[config.mk]
export PLATFORM = sky130hd
export DESIGN_NAME = dmem_arbiter_flat
export DESIGN_NICKNAME = d
export VERILOG_FILES = /design/src/rtl/dmem_arbiter_pkg.sv /design/src/rtl/dmem_arbiter_if.sv /design/src/rtl/dmem_arbiter_rr_arb2.sv /design/src/rtl/dmem_arbiter.sv /design/src/flat_wrapper.sv
export SDC_FILE = /design/constraint.sdc
export NUM_CORES = 1
export LEC_CHECK = 0
export BUFFER_PORTS_ARGS = -buffer_cell sky130_fd_sc_hd__buf_2
export CAP_MARGIN = 0
export CORE_AREA = 3 3 117 119
export DETAILED_ROUTE_END_ITERATION = 8
export DIE_AREA = 0 0 120 122
export PLACE_DENSITY = 0.58
export SYNTH_ARGS = -nofsm -noshare
export SYNTH_HDL_FRONTEND = slang
export SYNTH_SLANG_ARGS = --single-unit
[constraint.sdc]
create_clock -name clk -period 1.8 [get_ports clk]
set_input_delay 0.09 -clock clk [delete_from_list [all_inputs] [get_ports clk]]
set_output_delay 0.09 -clock clk [all_outputs]
set_load 0.01 [all_outputs]
[src/rtl/dmem_arbiter_pkg.sv]
// rtl/dmem_arbiter_pkg.sv - shared types and constants for the data-memory arbiter
package dmem_arb_pkg;

    typedef enum logic [1:0] {
        IDLE    = 2'd0,
        RD_WAIT = 2'd1,
        RD_RESP = 2'd2
    } arb_state_t;

    localparam int PORT_CPU   = 0;
    localparam int PORT_LDR   = 1;

    localparam int MAX_RD_LAT = 4;
    // lat_cnt only ever holds RD_LAT-1, so MAX_RD_LAT-1 must fit
    localparam int LAT_CNT_W  = $clog2(MAX_RD_LAT);

endpackage

[src/rtl/dmem_arbiter_if.sv]
// rtl/dmem_arbiter_if.sv - requester and memory-side bundle of the data-memory arbiter
//
// Signals:
//   r0_* / r1_*  : requester ports (req/we/addr/wdata in, gnt/rvalid/rdata out)
//   mem_*        : single-port data memory strobe, write enable, address, data
// Modports:
//   slave  : the arbiter's view
//   master : the requesters' and memory's view
interface dmem_arbiter_if #(
    parameter int ADDR_W = 32,
    parameter int DATA_W = 32
);
    logic              r0_req;
    logic              r0_we;
    logic [ADDR_W-1:0] r0_addr;
    logic [DATA_W-1:0] r0_wdata;
    logic              r0_gnt;
    logic              r0_rvalid;
    logic [DATA_W-1:0] r0_rdata;

    logic              r1_req;
    logic              r1_we;
    logic [ADDR_W-1:0] r1_addr;
    logic [DATA_W-1:0] r1_wdata;
    logic              r1_gnt;
    logic              r1_rvalid;
    logic [DATA_W-1:0] r1_rdata;

    logic              mem_en;
    logic              mem_we;
    logic [ADDR_W-1:0] mem_addr;
    logic [DATA_W-1:0] mem_wdata;
    logic [DATA_W-1:0] mem_rdata;

    modport slave (
        input  r0_req, r0_we, r0_addr, r0_wdata,
        input  r1_req, r1_we, r1_addr, r1_wdata,
        input  mem_rdata,
        output r0_gnt, r0_rvalid, r0_rdata,
        output r1_gnt, r1_rvalid, r1_rdata,
        output mem_en, mem_we, mem_addr, mem_wdata
    );

    modport master (
        output r0_req, r0_we, r0_addr, r0_wdata,
        output r1_req, r1_we, r1_addr, r1_wdata,
        output mem_rdata,
        input  r0_gnt, r0_rvalid, r0_rdata,
        input  r1_gnt, r1_rvalid, r1_rdata,
        input  mem_en, mem_we, mem_addr, mem_wdata
    );

endinterface

[src/rtl/dmem_arbiter_rr_arb2.sv]
// rtl/dmem_arbiter_rr_arb2.sv - combinational two-way round-robin picker
//
// Ports:
//   req[1:0]  in   pending requests, indexed by port
//   last_gnt  in   index of the most recent winner (held by the parent)
//   en        in   picking allowed this cycle
//   gnt[1:0]  out  one-hot grant, all zero when en=0 or no request
module rr_arb2
    import dmem_arb_pkg::*;
(
    input  logic [1:0] req,
    input  logic       last_gnt,
    input  logic       en,
    output logic [1:0] gnt
);

    always_comb begin
        gnt = 2'b00;
        if (en) begin
            // On a tie the port that did not win last time goes first
            if (req[PORT_CPU] && (!req[PORT_LDR] || last_gnt == 1'b1)) begin
                gnt[PORT_CPU] = 1'b1;
            end else if (req[PORT_LDR]) begin
                gnt[PORT_LDR] = 1'b1;
            end
        end
    end

endmodule

[src/rtl/dmem_arbiter.sv]
// rtl/dmem_arbiter.sv - round-robin sharing of the data memory between CPU and loader
//
// Ports:
//   clk   in  rising-edge clock
//   rst   in  synchronous active-high reset
//   bus   slave modport of dmem_arbiter_if (requester ports 0/1 and memory side)
// Parameters:
//   ADDR_W, DATA_W  bus widths
//   RD_LAT          memory read latency in cycles, 1..MAX_RD_LAT
module dmem_arbiter
    import dmem_arb_pkg::*;
#(
    parameter int ADDR_W = 32,
    parameter int DATA_W = 32,
    parameter int RD_LAT = 1
) (
    input  logic          clk,
    input  logic          rst,
    dmem_arbiter_if.slave bus
);

    localparam logic [LAT_CNT_W-1:0] LAT_LOAD = LAT_CNT_W'(RD_LAT - 1);

    arb_state_t           state;
    logic                 last_gnt;
    logic                 owner;
    logic [LAT_CNT_W-1:0] lat_cnt;

    logic [1:0]           req;
    logic [1:0]           gnt;
    logic                 pick_en;
    logic                 granted;
    logic                 sel_ldr;
    logic                 sel_we;
    logic [ADDR_W-1:0]    sel_addr;
    logic [DATA_W-1:0]    sel_wdata;
    logic                 rd_issue;

    logic                 r0_rvalid_q;
    logic                 r1_rvalid_q;
    logic [DATA_W-1:0]    r0_rdata_q;
    logic [DATA_W-1:0]    r1_rdata_q;

    assign req     = {bus.r1_req, bus.r0_req};
    // RD_RESP accepts new work like IDLE; only the wait for read data blocks
    assign pick_en = !rst && (state != RD_WAIT);

    rr_arb2 u_rr_arb2 (
        .req      (req),
        .last_gnt (last_gnt),
        .en       (pick_en),
        .gnt      (gnt)
    );

    assign granted = |gnt;
    assign sel_ldr = gnt[PORT_LDR];

    // Winner's qualifiers; everything stays zero when nobody is granted
    always_comb begin
        sel_we    = 1'b0;
        sel_addr  = '0;
        sel_wdata = '0;
        if (gnt[PORT_LDR]) begin
            sel_we    = bus.r1_we;
            sel_addr  = bus.r1_addr;
            sel_wdata = bus.r1_wdata;
        end else if (gnt[PORT_CPU]) begin
            sel_we    = bus.r0_we;
            sel_addr  = bus.r0_addr;
            sel_wdata = bus.r0_wdata;
        end
    end

    assign rd_issue      = granted && !sel_we;

    assign bus.r0_gnt    = gnt[PORT_CPU];
    assign bus.r1_gnt    = gnt[PORT_LDR];
    assign bus.mem_en    = granted;
    assign bus.mem_we    = sel_we;
    assign bus.mem_addr  = sel_addr;
    assign bus.mem_wdata = sel_wdata;

    assign bus.r0_rvalid = r0_rvalid_q;
    assign bus.r1_rvalid = r1_rvalid_q;
    assign bus.r0_rdata  = r0_rdata_q;
    assign bus.r1_rdata  = r1_rdata_q;

    // After a read issue the FSM sits in RD_WAIT for RD_LAT cycles; lat_cnt
    // reaches zero in the cycle mem_rdata is valid (immediately for RD_LAT=1).
    // Capture and the rvalid pulse are registered, so the pulse lands in the
    // following RD_RESP cycle together with the new rdata.
    always_ff @(posedge clk) begin
        if (rst) begin
            state       <= IDLE;
            last_gnt    <= 1'b1;
            owner       <= 1'b0;
            lat_cnt     <= '0;
            r0_rvalid_q <= 1'b0;
            r1_rvalid_q <= 1'b0;
            r0_rdata_q  <= '0;
            r1_rdata_q  <= '0;
        end else begin
            r0_rvalid_q <= 1'b0;
            r1_rvalid_q <= 1'b0;

            if (granted) begin
                last_gnt <= sel_ldr;
            end

            case (state)
                RD_WAIT: begin
                    if (lat_cnt != '0) begin
                        lat_cnt <= lat_cnt - 1'b1;
                    end else begin
                        if (owner) begin
                            r1_rdata_q  <= bus.mem_rdata;
                            r1_rvalid_q <= 1'b1;
                        end else begin
                            r0_rdata_q  <= bus.mem_rdata;
                            r0_rvalid_q <= 1'b1;
                        end
                        state <= RD_RESP;
                    end
                end
                default: begin
                    if (rd_issue) begin
                        owner   <= sel_ldr;
                        lat_cnt <= LAT_LOAD;
                        state   <= RD_WAIT;
                    end else begin
                        state   <= IDLE;
                    end
                end
            endcase
        end
    end

endmodule

[src/flat_wrapper.sv]
// flat-port wrapper written by rule: the top's interface ports become plain ports
module dmem_arbiter_flat import dmem_arb_pkg::*;
#(
    parameter int ADDR_W = 32,
    parameter int DATA_W = 32,
    parameter int RD_LAT = 1
)
  (clk, rst, bus_r0_req, bus_r0_we, bus_r0_addr, bus_r0_wdata, bus_r1_req, bus_r1_we, bus_r1_addr, bus_r1_wdata, bus_mem_rdata, bus_r0_gnt, bus_r0_rvalid, bus_r0_rdata, bus_r1_gnt, bus_r1_rvalid, bus_r1_rdata, bus_mem_en, bus_mem_we, bus_mem_addr, bus_mem_wdata);
  dmem_arbiter_if #(.ADDR_W(ADDR_W), .DATA_W(DATA_W)) bus_i ();
  input  logic clk;
  input  logic rst;
  input wire logic [$bits(bus_i.r0_req)-1:0] bus_r0_req;
  input wire logic [$bits(bus_i.r0_we)-1:0] bus_r0_we;
  input wire logic [$bits(bus_i.r0_addr)-1:0] bus_r0_addr;
  input wire logic [$bits(bus_i.r0_wdata)-1:0] bus_r0_wdata;
  input wire logic [$bits(bus_i.r1_req)-1:0] bus_r1_req;
  input wire logic [$bits(bus_i.r1_we)-1:0] bus_r1_we;
  input wire logic [$bits(bus_i.r1_addr)-1:0] bus_r1_addr;
  input wire logic [$bits(bus_i.r1_wdata)-1:0] bus_r1_wdata;
  input wire logic [$bits(bus_i.mem_rdata)-1:0] bus_mem_rdata;
  output wire logic [$bits(bus_i.r0_gnt)-1:0] bus_r0_gnt;
  output wire logic [$bits(bus_i.r0_rvalid)-1:0] bus_r0_rvalid;
  output wire logic [$bits(bus_i.r0_rdata)-1:0] bus_r0_rdata;
  output wire logic [$bits(bus_i.r1_gnt)-1:0] bus_r1_gnt;
  output wire logic [$bits(bus_i.r1_rvalid)-1:0] bus_r1_rvalid;
  output wire logic [$bits(bus_i.r1_rdata)-1:0] bus_r1_rdata;
  output wire logic [$bits(bus_i.mem_en)-1:0] bus_mem_en;
  output wire logic [$bits(bus_i.mem_we)-1:0] bus_mem_we;
  output wire logic [$bits(bus_i.mem_addr)-1:0] bus_mem_addr;
  output wire logic [$bits(bus_i.mem_wdata)-1:0] bus_mem_wdata;
  assign bus_i.r0_req = bus_r0_req;
  assign bus_i.r0_we = bus_r0_we;
  assign bus_i.r0_addr = bus_r0_addr;
  assign bus_i.r0_wdata = bus_r0_wdata;
  assign bus_i.r1_req = bus_r1_req;
  assign bus_i.r1_we = bus_r1_we;
  assign bus_i.r1_addr = bus_r1_addr;
  assign bus_i.r1_wdata = bus_r1_wdata;
  assign bus_i.mem_rdata = bus_mem_rdata;
  assign bus_r0_gnt = bus_i.r0_gnt;
  assign bus_r0_rvalid = bus_i.r0_rvalid;
  assign bus_r0_rdata = bus_i.r0_rdata;
  assign bus_r1_gnt = bus_i.r1_gnt;
  assign bus_r1_rvalid = bus_i.r1_rvalid;
  assign bus_r1_rdata = bus_i.r1_rdata;
  assign bus_mem_en = bus_i.mem_en;
  assign bus_mem_we = bus_i.mem_we;
  assign bus_mem_addr = bus_i.mem_addr;
  assign bus_mem_wdata = bus_i.mem_wdata;
  dmem_arbiter #(.ADDR_W(ADDR_W), .DATA_W(DATA_W), .RD_LAT(RD_LAT)) u_core (.clk(clk), .rst(rst), .bus(bus_i));
endmodule
==> results of run 1 <==
-- cells by family (layout without fill, tap and decap cells) --
kind of cell	after synthesis	in the layout	share of synthesized area, %
simple gates	151	151	19.8
buf+inv	42	339	6.25
flops	72	72	44.2
compound gates	138	138	29.4
fa+ha+maj	1	1	0.383
-- power by group through the flow --
stage | combinational [W] | sequential (W) | clock, W
5_1_grt | 0.00114 | 0.00172 | 0.00211
2_1_floorplan | 0.000438 | 0.00177 | 0
3_3_place_gp | 0.000960 | 0.00174 | 0
6_report | 0.00106 | 0.00171 | 0.00196
4_1_cts | 0.00101 | 0.00171 | 0.00204
3_5_place_dp | 0.000971 | 0.00174 | 0
-- stage by stage --
| stage | instance area, µm² | utilization [%] | instances | hold slack, ns | TNS, ns |
|---|---|---|---|---|---|
| after floorplan | 3260 | - | 404 | 0.192 | 0 |
| after global placement | 4960 | 39.1 | 849 | 0.341 | 0 |
| after detailed placement | 4960 | 39.1 | 849 | 0.349 | 0 |
| after CTS | 5380 | 42.5 | 867 | 0.000907 | -3.28 |
| after global routing | 5500 | 43.4 | 873 | 0.00147 | -6.78 |
| final | 5500 | 43.4 | 873 | 0.0140 | -1.93 |
-- cell type report --
| type | instances | area, µm² | share of cell area [%] |
|---|---|---|---|
| multi-input combinational | 290 | 1670 | 30.4 |
| tap | 172 | 215 | 3.92 |
| clock inverter | 4 | 76.3 | 1.39 |
| inverter | 3 | 11.3 | 0.205 |
| sequential | 72 | 1440 | 26.2 |
| clock buffer | 12 | 256 | 4.67 |
| timing repair buffer | 320 | 1830 | 33.2 |
-- flip-flops by register name (all words and copies together), names as in the netlist --
register and count:
u_core.bus.r0_rvalid 1, u_core.bus.r1_rvalid 1, u_core.lat_cnt 2, u_core.bus.r1_rdata 32, u_core.state 2, u_core.last_gnt 1
u_core.owner 1, u_core.bus.r0_rdata 32
-- repair_timing --
item | 4_1_cts | 5_1_grt
setup buffers | 1 | 3
gates resized for setup | 11 | 5
gates cloned | 1 | 3
setup endpoints to repair | 66 | 65
pin swaps | 5 | 3
-- metal layers --
layer / GRT usage, % / wire (µm)
met3: 6.08 / 1440
met4: 4.58 / 178
met5: 0 / 13
met2: 30.9 / 6980
met1: 23.0 / 6230
-- worst max path at each step --
stage / start / cells past startpoint / end / slack [ns]
after global routing: u_core.state[0]$_SDFFE_PP0P_ / 7 / bus_mem_wdata[16] / -0.15
after CTS: u_core.state[0]$_SDFFE_PP0P_ / 7 / bus_mem_wdata[16] / -0.10
after global placement: u_core.state[0]$_SDFFE_PP0P_ / 6 / bus_mem_wdata[14] / 0.14
after floorplan: u_core.state[0]$_SDFFE_PP0P_ / 6 / bus_mem_addr[24] / 0.31
final: u_core.state[1]$_SDFFE_PP0P_ / 7 / bus_mem_wdata[16] / -0.08
after detailed placement: u_core.state[0]$_SDFFE_PP0P_ / 6 / bus_mem_wdata[18] / 0.13
-- layout by cell type, fill, tap and decap left out, types with 2 or more instances in the layout --
| master | synthesis | routed |
|---|---|---|
| buf_2 | 16 | 295 |
| nand2_1 | 129 | 129 |
| dfxtp_1 | 72 | 71 |
| a21oi_1 | 65 | 65 |
| a22o_1 | 65 | 63 |
| clkbuf_16 | 0 | 12 |
| buf_4 | 1 | 9 |
| buf_6 | 3 | 7 |
| buf_12 | 0 | 5 |
| nor2_1 | 4 | 4 |
| inv_1 | 3 | 3 |
| nor2b_1 | 3 | 2 |
| a22o_4 | 0 | 2 |
| nand2b_1 | 2 | 2 |
| or4_1 | 2 | 2 |
| nand3_1 | 2 | 2 |
| o211ai_1 | 2 | 2 |
| clkbuf_8 | 0 | 2 |
| bufinv_16 | 0 | 2 |
-- critical path, delay by kind of cell (launching register included) --
kind / cells / cell delay [ns]
buffers and inverters: 4 / 0.64
flip-flops: 1 / 0.38
AND/OR/NAND/NOR: 2 / 0.27
AO/OA/AOI/OAI: 1 / 0.18
-- cells in the mapped netlist (all sizes together) --
master   count
nand4        1
o311ai       1
o21a         1
nand3        2
a21bo        1
nor2         4
o211ai       2
nand2b       2
a22o        65
nand4bb      1
and4b        1
and3         1
buf         20
ha           1
nand4b       1
o22ai        1
or4          2
inv          3
nor4bb       1
dfxtp       72
a211oi       1
nor2b        3
o41ai        1
a21oi       65
nand2      129
nor4b        1
nor3         2
clkbuf      19
==> key figures, run 1 <==
Timing
  • Final worst slack: -0.0832 ns
  • Max Fclk: 0.531 GHz
  • Period utilization: 105%
  • Slew Limit Headroom: 54.9%
  • RSZ-0062 raised after global routing: yes
  • Hold Vio Cnt, Final: 0
  • Final Setup Violations: 58
  • Max Slew Vio Count: 0
  • Final min period: 1.88 ns
  • Layout Skew: 0.00542 ns
  • Worst-Margin Slew: 0.677 ns

Synth
  • Register area share after synthesis: 44.2%
  • Synth Register Bits: 72
  • Cell taking the most area after synthesis: dfxtp_1
  • Post-Synthesis Cell Area: 3260 µm²
  • Synth cell types: 31
  • Yosys top cell area share: 44.2%
  • Post-Synthesis Cells: 404
  • Mapped Nets: 571
  • Synthesis Warnings: 0
  • Mean area per synthesized cell: 8.08 µm²
  • Dominant cells by area after synthesis: dfxtp_1 44%, a22o_1 17%, nand2_1 15%

Critical path
  • Type of origin of the critical path: register
  • CP most frequent cell: buf_6
  • Slowest cell on the critical path: dfxtp_1
  • CP endpoint kind: output pin
  • Reg2reg end: u_core.bus.r0_rdata[5]$_SDFFE_PP0P_
  • Worst EP required: 1.71 ns
  • Worst path max stage delay: 0.38 ns
  • Max FO, Critical Path: 19
  • CP Class: reg2out
  • R2r worst-path depth: 6
  • Worst-path cell chain: nor2b_4 > buf_6 > nor4b_4 > buf_6 > buf_12 > a22o_1 > buf_2
  • Register-to-Register Setup Slack: 0.16 ns
  • Critical Path AT: 1.79 ns
  • RR Startpoint: u_core.lat_cnt[1]$_SDFFE_PP0P_

Clock network
  • Clock Sinks: 72
  • H-tree Lvls: 3
  • CTS clk-pin slew, worst paths: 0.06 ns
  • Clk_lat worst skew: 0.32 ns
  • CTS Buffer Depth: 2
  • CTS tree: done
  • Clock buffer count from CTS: 9
  • Hold_buf cts: 0
  • CTS Root Cell: clkbuf_16

Global routing
  • Antenna violations before repair: 1
  • Vias in the first global route: 3924
  • First-pass GRT wire length: 21300 µm
  • GRT overflow: 0
  • Overall global routing resource usage: 18.5%
  • Largest net degree at the start of global routing: 67

Route
  • Detail Route Antenna Nets: 0
  • Via count: 4154
  • Overall routed net length: 14800 µm
  • # DRC: 0
  • Vias per cell: 4.76
  • DR pass1 iterations: 4
  • Detailed Route Iter0 Violations: 239
  • Average wire per standard cell: 17.0 µm

Floorplanning
  • Die area: 14600 µm²
  • Row cnt: 41
  • Die X: 120 µm
  • Ports: 300
  • DIE HEIGHT: 122 µm
  • Initial Util: 25.8%
  • CORE AREA: 12700 µm²

Placement
  • DP Worst Slack: 0.127 ns
  • I/O Buffers: 299
  • GP Congestion: 0.975
  • Dpl hpwl: 11200 µm

Min path
  • Sink of the worst hold path: u_core.bus.r0_rdata[25]$_SDFFE_PP0P_
  • Hold Path Origin: bus_mem_rdata[25]
  • Worst hold path class: in2reg
  • Hold depth: 3

Finish
  • Area grow syn2layout: 68.4%
  • Antenna cells: 0
  • Fillers: 1266
  • Layout cells sized above 1: 49.1%
  • Total Nets Final: 863

Pwr
  • Logic pwr share: 22.4%
  • Leakage: 2.75 nW
  • Sw Pwr: 0.00126 W
  • PD cells: 860 nW/µm²
  • Clock network power share: 41.5%
  • Switching Fraction: 26.6%
  • Sequential Power Share: 36.1%
  • Total power: 0.00473 W
  • Peak supply drop: 0.807 mV
  • Internal power component: 0.00347 W

Outcome
  • Status: complete, but fails checks
  • Violated checks: negative setup slack

Flow run
  • Max Cap Viol: 0
Power figures use the tool's default switching activity.
==> run 2, diff against run 1 <==
- CORE_AREA: 3 3 117 119 -> 5 5 112 114
- DIE_AREA: 0 0 120 122 -> 0 0 117 119
- PLACE_DENSITY: 0.58 -> 0.64
- RECOVER_POWER: default -> 100
==> key figures, run 2 (synthesis results as in run 1) <==
Floorplanning
  • DIE HEIGHT: 119 µm
  • Ports: 300
  • CORE AREA: 11300 µm²
  • Row cnt: 39
  • Die X: 117 µm
  • Die area: 13900 µm²
  • Initial Util: 28.8%

Timing
  • Hold Vio Cnt, Final: 0
  • Worst hold margin: 0.0149 ns
  • Max Slew Vio Count: 0
  • Final worst slack: -0.107 ns
  • RSZ-0062 raised after global routing: yes
  • Final min period: 1.91 ns
  • Slew Limit Headroom: 52.4%
  • Setup TNS: -2.76 ns
  • Layout Skew: 0.00735 ns
  • Max Fclk: 0.524 GHz
  • Worst-Margin Slew: 0.713 ns
  • Period utilization: 106%
  • Final Setup Violations: 55

Placement
  • Dpl hpwl: 12400 µm
  • I/O Buffers: 299
  • GP Congestion: 1.07

Critical path
  • Worst-path cell chain: nor2b_4 > nor4b_4 > buf_6 > buf_12 > clkbuf_16 > a22o_1 > buf_2
  • Slowest cell on the critical path: dfxtp_2
  • Max FO, Critical Path: 5
  • Worst path max stage delay: 0.32 ns
  • Worst EP required: 1.71 ns
  • CP Class: reg2out
  • CP endpoint kind: output pin
  • Type of origin of the critical path: register
  • Critical Path AT: 1.82 ns

Outcome
  • Violated checks: negative setup slack
  • Status: complete, but fails checks

Clock network
  • Clock Sinks: 72
  • CTS tree: done
  • Clk_lat worst skew: 0.32 ns
  • Clock buffer count from CTS: 9
  • Hold_buf cts: 0
  • CTS Buffer Depth: 2
  • H-tree Lvls: 3
  • CTS Root Cell: clkbuf_16
  • CTS clk-pin slew, worst paths: 0.06 ns

Global routing
  • Largest net degree at the start of global routing: 67
  • GRT overflow: 0
  • Antenna violations before repair: 14
  • Overall global routing resource usage: 22.9%
  • Vias in the first global route: 4139
  • First-pass GRT wire length: 24000 µm

Route
  • Vias per cell: 5.07
  • # DRC: 0
  • Via count: 4385
  • Detailed Route Iter0 Violations: 321
  • Average wire per standard cell: 20.9 µm
  • Overall routed net length: 18100 µm
  • DR pass1 iterations: 5
  • Detail Route Antenna Nets: 0

Finish
  • Most common cell after layout, fill and taps aside: buf_2
  • Layout cells sized above 1: 41.7%
  • Total Nets Final: 883
  • Area grow syn2layout: 74.7%
  • Post-layout util: 50.4%
  • Commonest non-fill, non-tap cells in the layout: 222 x buf_2, 129 x nand2_1, 69 x clkbuf_1, 69 x dfxtp_1, 65 x a21oi_1

Flow run
  • Max Cap Viol: 0

Min path
  • Worst hold path class: in2reg

Pwr
  • Peak supply drop: 0.507 mV
  • Leakage: 2.61 nW
  • Total power: 0.00465 W
  • PD cells: 816 nW/µm²
## run 2: cell types whose count changed in the layout (fill, tap and decap cells not counted), moves of 3 or more
cell,previous run,this run
a22o_1,63,60
a22o_4,2,5
buf_12,5,8
buf_16,1,4
buf_2,295,222
buf_4,9,13
buf_6,7,14
clkbuf_1,1,69
clkbuf_16,12,15
diode_2,0,3
## run 2: final cells by class
type,count,area [µm²]
inverter,3,11.3
multi-input combinational,290,1700
antenna,3,7.51
fill,1111,5620
sequential,72,1450
clock buffer,9,225
timing repair buffer,340,2070
clock inverter,5,58.8
tap,143,179
## run 2: what timing repair did
item / 4_1_cts / 5_1_grt
setup endpoints to repair: 66 / 65
gates cloned: 8 / 7
buffers inserted: 11 / 7
gates resized for setup: 22 / 16
pin swaps: 2 / 17
endpoints found under the hold margin: 0 / 0
## run 2: per-stage QoR
stage                     cell area, µm²  worst slack [ns]  cells
after floorplan                     3260             0.312    404
after global placement              4930             0.112    821
after detailed placement            4930            0.0682    821
after CTS                           5620            -0.144    854
after global routing                5700            -0.175    865
final                               5700            -0.107    865
## run 2: report_power, final
part           switching, W  leakage (nW)  internal (W)
combinational      0.000611          1.89      0.000593
clock              0.000677         0.134       0.00106
sequential        0.0000416         0.584       0.00167
total               0.00133          2.61       0.00332
## run 2: final timing paths
check	cells past startpoint	slack, ns	to	from
setup reg to reg	6	0.13	u_core.bus.r1_rdata[16]$_SDFFE_PP0P_	u_core.lat_cnt[1]$_SDFFE_PP0P_
setup / recovery	7	-0.11	bus_mem_addr[9]	u_core.state[0]$_SDFFE_PP0P_
hold reg to reg	2	0.45	u_core.bus.r1_rdata[1]$_SDFFE_PP0P_	u_core.bus.r1_rdata[1]$_SDFFE_PP0P_
hold / removal	3	0.01	u_core.bus.r0_rdata[18]$_SDFFE_PP0P_	bus_mem_rdata[18]
## run 2: metal layers
metal | routed length (µm) | vias up | GRT usage (%)
met5 | 103 | - | 0
met1 | 7120 | 2054 | 26.9
li1 | - | 2045 | -
met4 | 318 | 18 | 5.73
met2 | 8100 | 228 | 35.8
met3 | 2420 | 40 | 13.5
## run 2: worst max-delay path: cells and delay by family (launching register included)
family,cells,cell delay (ns)
AO/OA/AOI/OAI,1,0.13
buffers and inverters,4,0.62
flip-flops,1,0.32
AND/OR/NAND/NOR,2,0.43
